==> config.mk <==
export PLATFORM = sky130hd
export DESIGN_NAME = tlb_miss_handler
export DESIGN_NICKNAME = d
export VERILOG_FILES = /design/src/rtl/tlb_miss_handler.sv
export SDC_FILE = /design/constraint.sdc
export NUM_CORES = 1
export LEC_CHECK = 0
export BUFFER_PORTS_ARGS = -buffer_cell sky130_fd_sc_hd__buf_4
export CORE_UTILIZATION = 51
export DETAILED_ROUTE_END_ITERATION = 8
export PLACE_DENSITY = 0.8
export RECOVER_POWER = 50
export SLEW_MARGIN = 10
export SYNTH_ARGS = -nofsm -noshare
export SYNTH_HDL_FRONTEND = slang
export SYNTH_SLANG_ARGS = --single-unit
==> constraint.sdc <==
create_clock -name clk -period 2.2 [get_ports clk]
set_input_delay 0 -clock clk [delete_from_list [all_inputs] [get_ports clk]]
set_output_delay 0 -clock clk [all_outputs]
set_load 0.01 [all_outputs]
==> src/rtl/tlb_miss_handler.sv <==
// rtl/tlb_miss_handler.sv - TLB refill engine: PTE fetch over a read master, install via config writes
// The writes go to the low word, then the high word, then the trigger. The trigger carries a round-robin way.
module tlb_miss_handler #(
    parameter int          LOG_PAGESIZE = 13,
    parameter logic [31:0] TLB_CFG_BASE = 32'h0
) (
    input  logic        clk,
    input  logic        rst,
    input  logic        miss_i,
    input  logic [31:0] miss_adr_i,
    input  logic [15:0] miss_asid_i,
    output logic        missack_o,
    input  logic [31:0] ptbr_i,
    output logic        mem_cyc_o,
    output logic        mem_stb_o,
    output logic [7:0]  mem_sel_o,
    output logic [31:0] mem_adr_o,
    input  logic        mem_ack_i,
    input  logic        mem_err_i,
    input  logic [63:0] mem_dat_i,
    output logic        tlb_cyc_o,
    output logic        tlb_stb_o,
    output logic        tlb_we_o,
    output logic [7:0]  tlb_sel_o,
    output logic [31:0] tlb_adr_o,
    output logic [63:0] tlb_dat_o,
    input  logic        tlb_ack_i,
    output logic        tlb_hold_o,
    output logic        done_o,
    output logic        fault_o,
    output logic [31:0] fault_adr_o
);

    typedef enum logic [2:0] {
        S_IDLE, S_RD_WAIT, S_CHECK, S_WR_WAIT, S_WR_NEXT, S_DONE, S_FAULT
    } state_t;

    state_t      state_q, state_d;
    logic [31:0] miss_adr_q, miss_adr_d;
    logic [15:0] miss_asid_q, miss_asid_d;
    logic [63:0] pte_q, pte_d;
    logic [1:0]  widx_q, widx_d;
    logic [1:0]  way_q, way_d;
    logic        missack_q, missack_d;
    logic        mem_cyc_q, mem_cyc_d;
    logic [7:0]  mem_sel_q, mem_sel_d;
    logic [31:0] mem_adr_q, mem_adr_d;
    logic        tlb_cyc_q, tlb_cyc_d;
    logic [7:0]  tlb_sel_q, tlb_sel_d;
    logic [31:0] tlb_adr_q, tlb_adr_d;
    logic [63:0] tlb_dat_q, tlb_dat_d;
    logic        hold_q, hold_d;
    logic        done_q, done_d;
    logic        fault_q, fault_d;
    logic [31:0] fault_adr_q, fault_adr_d;
    logic [31:0] pte_off;
    logic [31:0] wr_adr;
    logic [63:0] wr_dat;

    assign pte_off = 32'({miss_adr_i[31:LOG_PAGESIZE], 3'b000});

    always_ff @(posedge clk) begin
        if (rst) begin
            state_q <= S_IDLE;
        end else begin
            state_q <= state_d;
        end
    end

    always_comb begin
        state_d = state_q;
        case (state_q)
            S_IDLE:    if (miss_i) state_d = S_RD_WAIT;
            S_RD_WAIT: begin
                if (mem_err_i)      state_d = S_FAULT;
                else if (mem_ack_i) state_d = S_CHECK;
            end
            S_CHECK:   state_d = pte_q[0] ? S_WR_WAIT : S_FAULT;
            S_WR_WAIT: if (tlb_ack_i) state_d = (widx_q == 2'd2) ? S_DONE : S_WR_NEXT;
            S_WR_NEXT: state_d = S_WR_WAIT;
            S_DONE:    state_d = S_IDLE;
            S_FAULT:   state_d = S_IDLE;
            default:   state_d = S_IDLE;
        endcase
    end

    // Register address/data for the write selected by widx_q (already advanced when WR_NEXT issues it).
    always_comb begin
        case (widx_q)
            2'd0: begin
                wr_adr = TLB_CFG_BASE;
                wr_dat = pte_q;
            end
            2'd1: begin
                wr_adr = TLB_CFG_BASE + 32'h08;
                wr_dat = {32'(miss_adr_q[31:LOG_PAGESIZE+9]), 16'h0, miss_asid_q};
            end
            default: begin
                wr_adr = TLB_CFG_BASE + 32'h20;
                wr_dat = {32'h0, 1'b1, 13'h0, way_q, 7'h0,
                          miss_adr_q[LOG_PAGESIZE+8:LOG_PAGESIZE]};
            end
        endcase
    end

    always_comb begin
        miss_adr_d  = miss_adr_q;
        miss_asid_d = miss_asid_q;
        pte_d       = pte_q;
        widx_d      = widx_q;
        way_d       = way_q;
        missack_d   = 1'b0;
        mem_cyc_d   = (state_d == S_RD_WAIT);
        mem_sel_d   = mem_cyc_d ? 8'hFF : 8'h00;
        mem_adr_d   = mem_adr_q;
        tlb_cyc_d   = (state_d == S_WR_WAIT);
        tlb_sel_d   = tlb_cyc_d ? 8'hFF : 8'h00;
        tlb_adr_d   = tlb_adr_q;
        tlb_dat_d   = tlb_dat_q;
        hold_d      = (state_d == S_RD_WAIT) || (state_d == S_CHECK) ||
                      (state_d == S_WR_WAIT) || (state_d == S_WR_NEXT);
        done_d      = (state_d == S_DONE);
        fault_d     = (state_d == S_FAULT);
        fault_adr_d = fault_adr_q;
        case (state_q)
            S_IDLE: begin
                if (miss_i) begin
                    miss_adr_d  = miss_adr_i;
                    miss_asid_d = miss_asid_i;
                    missack_d   = 1'b1;
                    mem_adr_d   = ptbr_i + pte_off;
                    widx_d      = 2'd0;
                end
            end
            S_RD_WAIT: if (mem_ack_i && !mem_err_i) pte_d = mem_dat_i;
            S_WR_WAIT: if (tlb_ack_i) widx_d = widx_q + 2'd1;
            S_DONE:    way_d = way_q + 2'd1;
            default:   ;
        endcase
        if (state_d == S_FAULT) fault_adr_d = miss_adr_q;
        if ((state_d == S_WR_WAIT) && (state_q != S_WR_WAIT)) begin
            tlb_adr_d = wr_adr;
            tlb_dat_d = wr_dat;
        end
    end

    always_ff @(posedge clk) begin
        if (rst) begin
            miss_adr_q  <= 32'h0;
            miss_asid_q <= 16'h0;
            pte_q       <= 64'h0;
            widx_q      <= 2'd0;
            way_q       <= 2'd0;
            missack_q   <= 1'b0;
            mem_cyc_q   <= 1'b0;
            mem_sel_q   <= 8'h00;
            mem_adr_q   <= 32'h0;
            tlb_cyc_q   <= 1'b0;
            tlb_sel_q   <= 8'h00;
            tlb_adr_q   <= 32'h0;
            tlb_dat_q   <= 64'h0;
            hold_q      <= 1'b0;
            done_q      <= 1'b0;
            fault_q     <= 1'b0;
            fault_adr_q <= 32'h0;
        end else begin
            miss_adr_q  <= miss_adr_d;
            miss_asid_q <= miss_asid_d;
            pte_q       <= pte_d;
            widx_q      <= widx_d;
            way_q       <= way_d;
            missack_q   <= missack_d;
            mem_cyc_q   <= mem_cyc_d;
            mem_sel_q   <= mem_sel_d;
            mem_adr_q   <= mem_adr_d;
            tlb_cyc_q   <= tlb_cyc_d;
            tlb_sel_q   <= tlb_sel_d;
            tlb_adr_q   <= tlb_adr_d;
            tlb_dat_q   <= tlb_dat_d;
            hold_q      <= hold_d;
            done_q      <= done_d;
            fault_q     <= fault_d;
            fault_adr_q <= fault_adr_d;
        end
    end

    assign missack_o   = missack_q;
    assign mem_cyc_o   = mem_cyc_q;
    assign mem_stb_o   = mem_cyc_q;
    assign mem_sel_o   = mem_sel_q;
    assign mem_adr_o   = mem_adr_q;
    assign tlb_cyc_o   = tlb_cyc_q;
    assign tlb_stb_o   = tlb_cyc_q;
    assign tlb_we_o    = tlb_cyc_q;
    assign tlb_sel_o   = tlb_sel_q;
    assign tlb_adr_o   = tlb_adr_q;
    assign tlb_dat_o   = tlb_dat_q;
    assign tlb_hold_o  = hold_q;
    assign done_o      = done_q;
    assign fault_o     = fault_q;
    assign fault_adr_o = fault_adr_q;

endmodule
==> impl_results.md <==
* Slew at the pin closest to its max-slew limit at 509.0 ps
* Register area at 5110 sq um
* Vias in the first global route at 10.65k
* Most common library cell in the layout ignoring fill and taps: nand2_1
* Critical Path Start Type: input port
* Std-Cell Rows at 52
* Clk Latency, worst-skew pair at 530 ps
* Deepest clock path buffer count at 3
* Area occupied by multi-input gates at 4906 sq um
* Netlist Area Pre-Place at 10630 sq um
* Hold WS at 34.13 ps
* Final ANT Viol Nets at 0
* Main synth FF type: dfxtp_1
* Initial antenna violation count at 0
* Mean Syn Cell Area at 8.036 sq um
* Post-Synth Adder-Cell Area at 2.777%
* Sequential element share of the synthesized area at 48.02%
* CTS clk-pin slew, worst paths at 60 ps
* WL final at 35.38 mm
* Crit Path Category: in -> reg
* Die area at 21430 sq um
* Worst EP required at 2640 ps
* Worst Clk Skew at 10.12 ps
* Fmax at 460.6 MHz
* H-tree lvl count at 1
* Number of flops mapped to enable cells by yosys at 0
* Root buffer cell: clkbuf_16
* CTS tree: done
* Post-route minimum period at 2171 ps
* DR WL/cell at 17.51 um
* Pin count of the biggest net entering global routing at 90
* CTS Buf Count at 27
* DR DRC count at 0
* Largest family of logic cells by synthesized area: simple AND/OR/NAND/NOR gates
* Detailed placement HPWL at 20.94 mm
* Max VDD drop at 0.5630 mV
* CP Capture Type: flop
* Final setup viols at 0
* Xor-xnor portion of the synthesized cell area at 2.142%
* Total power at 13.05 mW
* CP max FO at 6
* Iter 0 DRT Violations at 619
* Pre-Repair DR Iteration Count at 5
* Unrepaired setup endpoints after global routing: true
* Via density at 5.427
* Ys Warns at 0
* Initial core utilization at 52.21%
* Outcome: finished, final reports clean
* Die width at 146.4 um
* I/O pin cnt at 335
* Antenna cells at 0
* Placer Congestion at 0.8701
* # Max-Cap Violations at 0
* Async SR Flop Fraction at 0%
* Hold Violations, Final at 0
* Mapped Cells at 1323
* Final Max Tran Viols at 0
* Vias at 10.96k
* CP arrival at 2610 ps
* Final #Nets at 1904
* Distinct cells, synth at 54
* Die height at 146.4 um
* Fillers at 1603
* Slew margin rel. at 65.71%
* Synth Area in Compound Gates at 18.14%
* Leakage at 5.700 nW
* Pwr/cell area at 878.0 nW/um^2
* Simple-Gate Fraction of Synth Area at 21.17%
* Post-synthesis mux area share at 0.09415%
* Commonest non-fill, non-tap cells in the layout: nand2_1, dfxtp_1, a21oi_1
* Gr ovfl total at 0
* Layout cell share with drive strength beyond 1 at 14.97%
* Global-route total usage across every layer at 30.88%
* Synth-to-layout area growth at 39.77%
* Min-delay worst type: in -> reg
* Core area at 20360 sq um
* First-pass GRT wire length at 53.65 mm
* Clock Sinks at 255
* Yosys reg bits at 255
* # port buffers at 304
* Post-route clock period utilization at 98.68%
-- metrics by stage --
| stage | setup WS, ps | setup TNS, ps | cells | area, sq um | utilization [%] |
|---|---|---|---|---|---|
| 2_1_floorplan | 205.0 | 0 | 1352 | 10740 | - |
| 3_3_place_gp | 12.95 | 0 | 1831 | 13050 | 64.06 |
| 3_5_place_dp | -21.54 | -73.66 | 1831 | 13050 | 64.06 |
| 4_1_cts | 24.41 | 0 | 2013 | 15280 | 75.04 |
| 5_1_grt | -58.92 | -473.6 | 2020 | 14860 | 72.97 |
| 6_report | 29.10 | 0 | 2020 | 14860 | 72.97 |
-- registers in the layout (all words and copies together) (netlist names), 2 cells and up --
| name | flops |
|---|---|
| pte_q | 64 |
| tlb_dat_o | 64 |
| fault_adr_o | 32 |
| mem_adr_o | 32 |
| miss_adr_q | 32 |
| miss_asid_q | 16 |
| state_q | 3 |
| tlb_adr_o | 2 |
| way_q | 2 |
| widx_q | 2 |
-- final timing paths --
path                         startpoint                          to  slack, ps  cells past startpoint
max reg2reg       state_q[0]$_SDFF_PP0_  tlb_dat_o[48]$_SDFFE_PP0P_         30                     10
max                      miss_adr_i[14]  mem_adr_o[21]$_SDFFE_PP0P_         30                      9
min reg2reg  tlb_dat_o[27]$_SDFFE_PP0P_  tlb_dat_o[27]$_SDFFE_PP0P_        450                      2
min                           ptbr_i[9]   mem_adr_o[9]$_SDFFE_PP0P_         30                      5
-- cell families after synthesis --
family                   count (synthesis)
flip-flops                             255
AND/OR/NAND/NOR                        546
XOR/XNOR                                26
buffers and inverters                  145
adder cells (fa/ha/maj)                 23
AO/OA/AOI/OAI                          326
other                                    1
multiplexers                             1
-- Yosys cell counts, drive strengths merged (4+ instances only) --
cell    instances  area (sq um)
clkbuf         68         255.2
a21oi         220          1105
dfxtp         255          5105
nand2         385          1445
a311oi         10         87.58
nor2b           4         25.02
and3            9         56.30
xnor2          12         105.1
buf            73         540.5
a21o            9         67.56
ha             22         275.3
inv             4         15.01
nand3          42         215.2
a211oi         16         132.6
a221oi         17         148.9
a22oi          10         75.07
nor3           20         105.1
a22o            7         61.31
xor2           14         122.6
o21ai          19         98.85
o21a            4         30.03
nor2           64         240.2
or2             5         31.28
-- layout make-up --
type / count / area share [%]
sequential: 255 / 34.39
tap: 270 / 2.273
multi-input combinational: 952 / 33.02
timing repair buffer: 491 / 24.22
inverter: 4 / 0.1010
clock inverter: 11 / 1.137
clock buffer: 37 / 4.867
-- where the power goes --
part | switching (mW) | total [mW] | internal [mW]
Combinational | 1.83 | 3.11 | 1.28
Clock | 1.84 | 4.61 | 2.77
Sequential | 0.278 | 5.32 | 5.05
-- routing by layer --
| layer | routed length, um | share of wire [%] | global-route usage (%) | up-vias |
|---|---|---|---|---|
| met1 | 13550 | 38 | 36.08 | 5124 |
| met5 | 0 | 0 | 0 | - |
| li1 | - | - | - | 5217 |
| met3 | 2998 | 8.5 | 6.656 | 99 |
| met2 | 17650 | 50 | 54.57 | 523 |
| met4 | 1185 | 3.3 | 12.81 | 0 |
-- worst max-delay path: stages --
cell           delay (ps)
dlygate4sd3_1         530
buf_4                 150
fa_1                  460
a21o_1                220
and4_1                250
o211ai_1              270
a21oi_2               160
or2_2                 320
a211oi_1              240
-- what timing repair did --
item                                    4_1_cts  5_1_grt
setup buffers                                 0        4
endpoints found under the setup margin       15       69
resized for setup                             1       22
hold endpoints to repair                    134        0
hold buffers                                134        0
pin swaps                                     0        5
cloned                                        0        4
(Power assumes the default switching activity.)
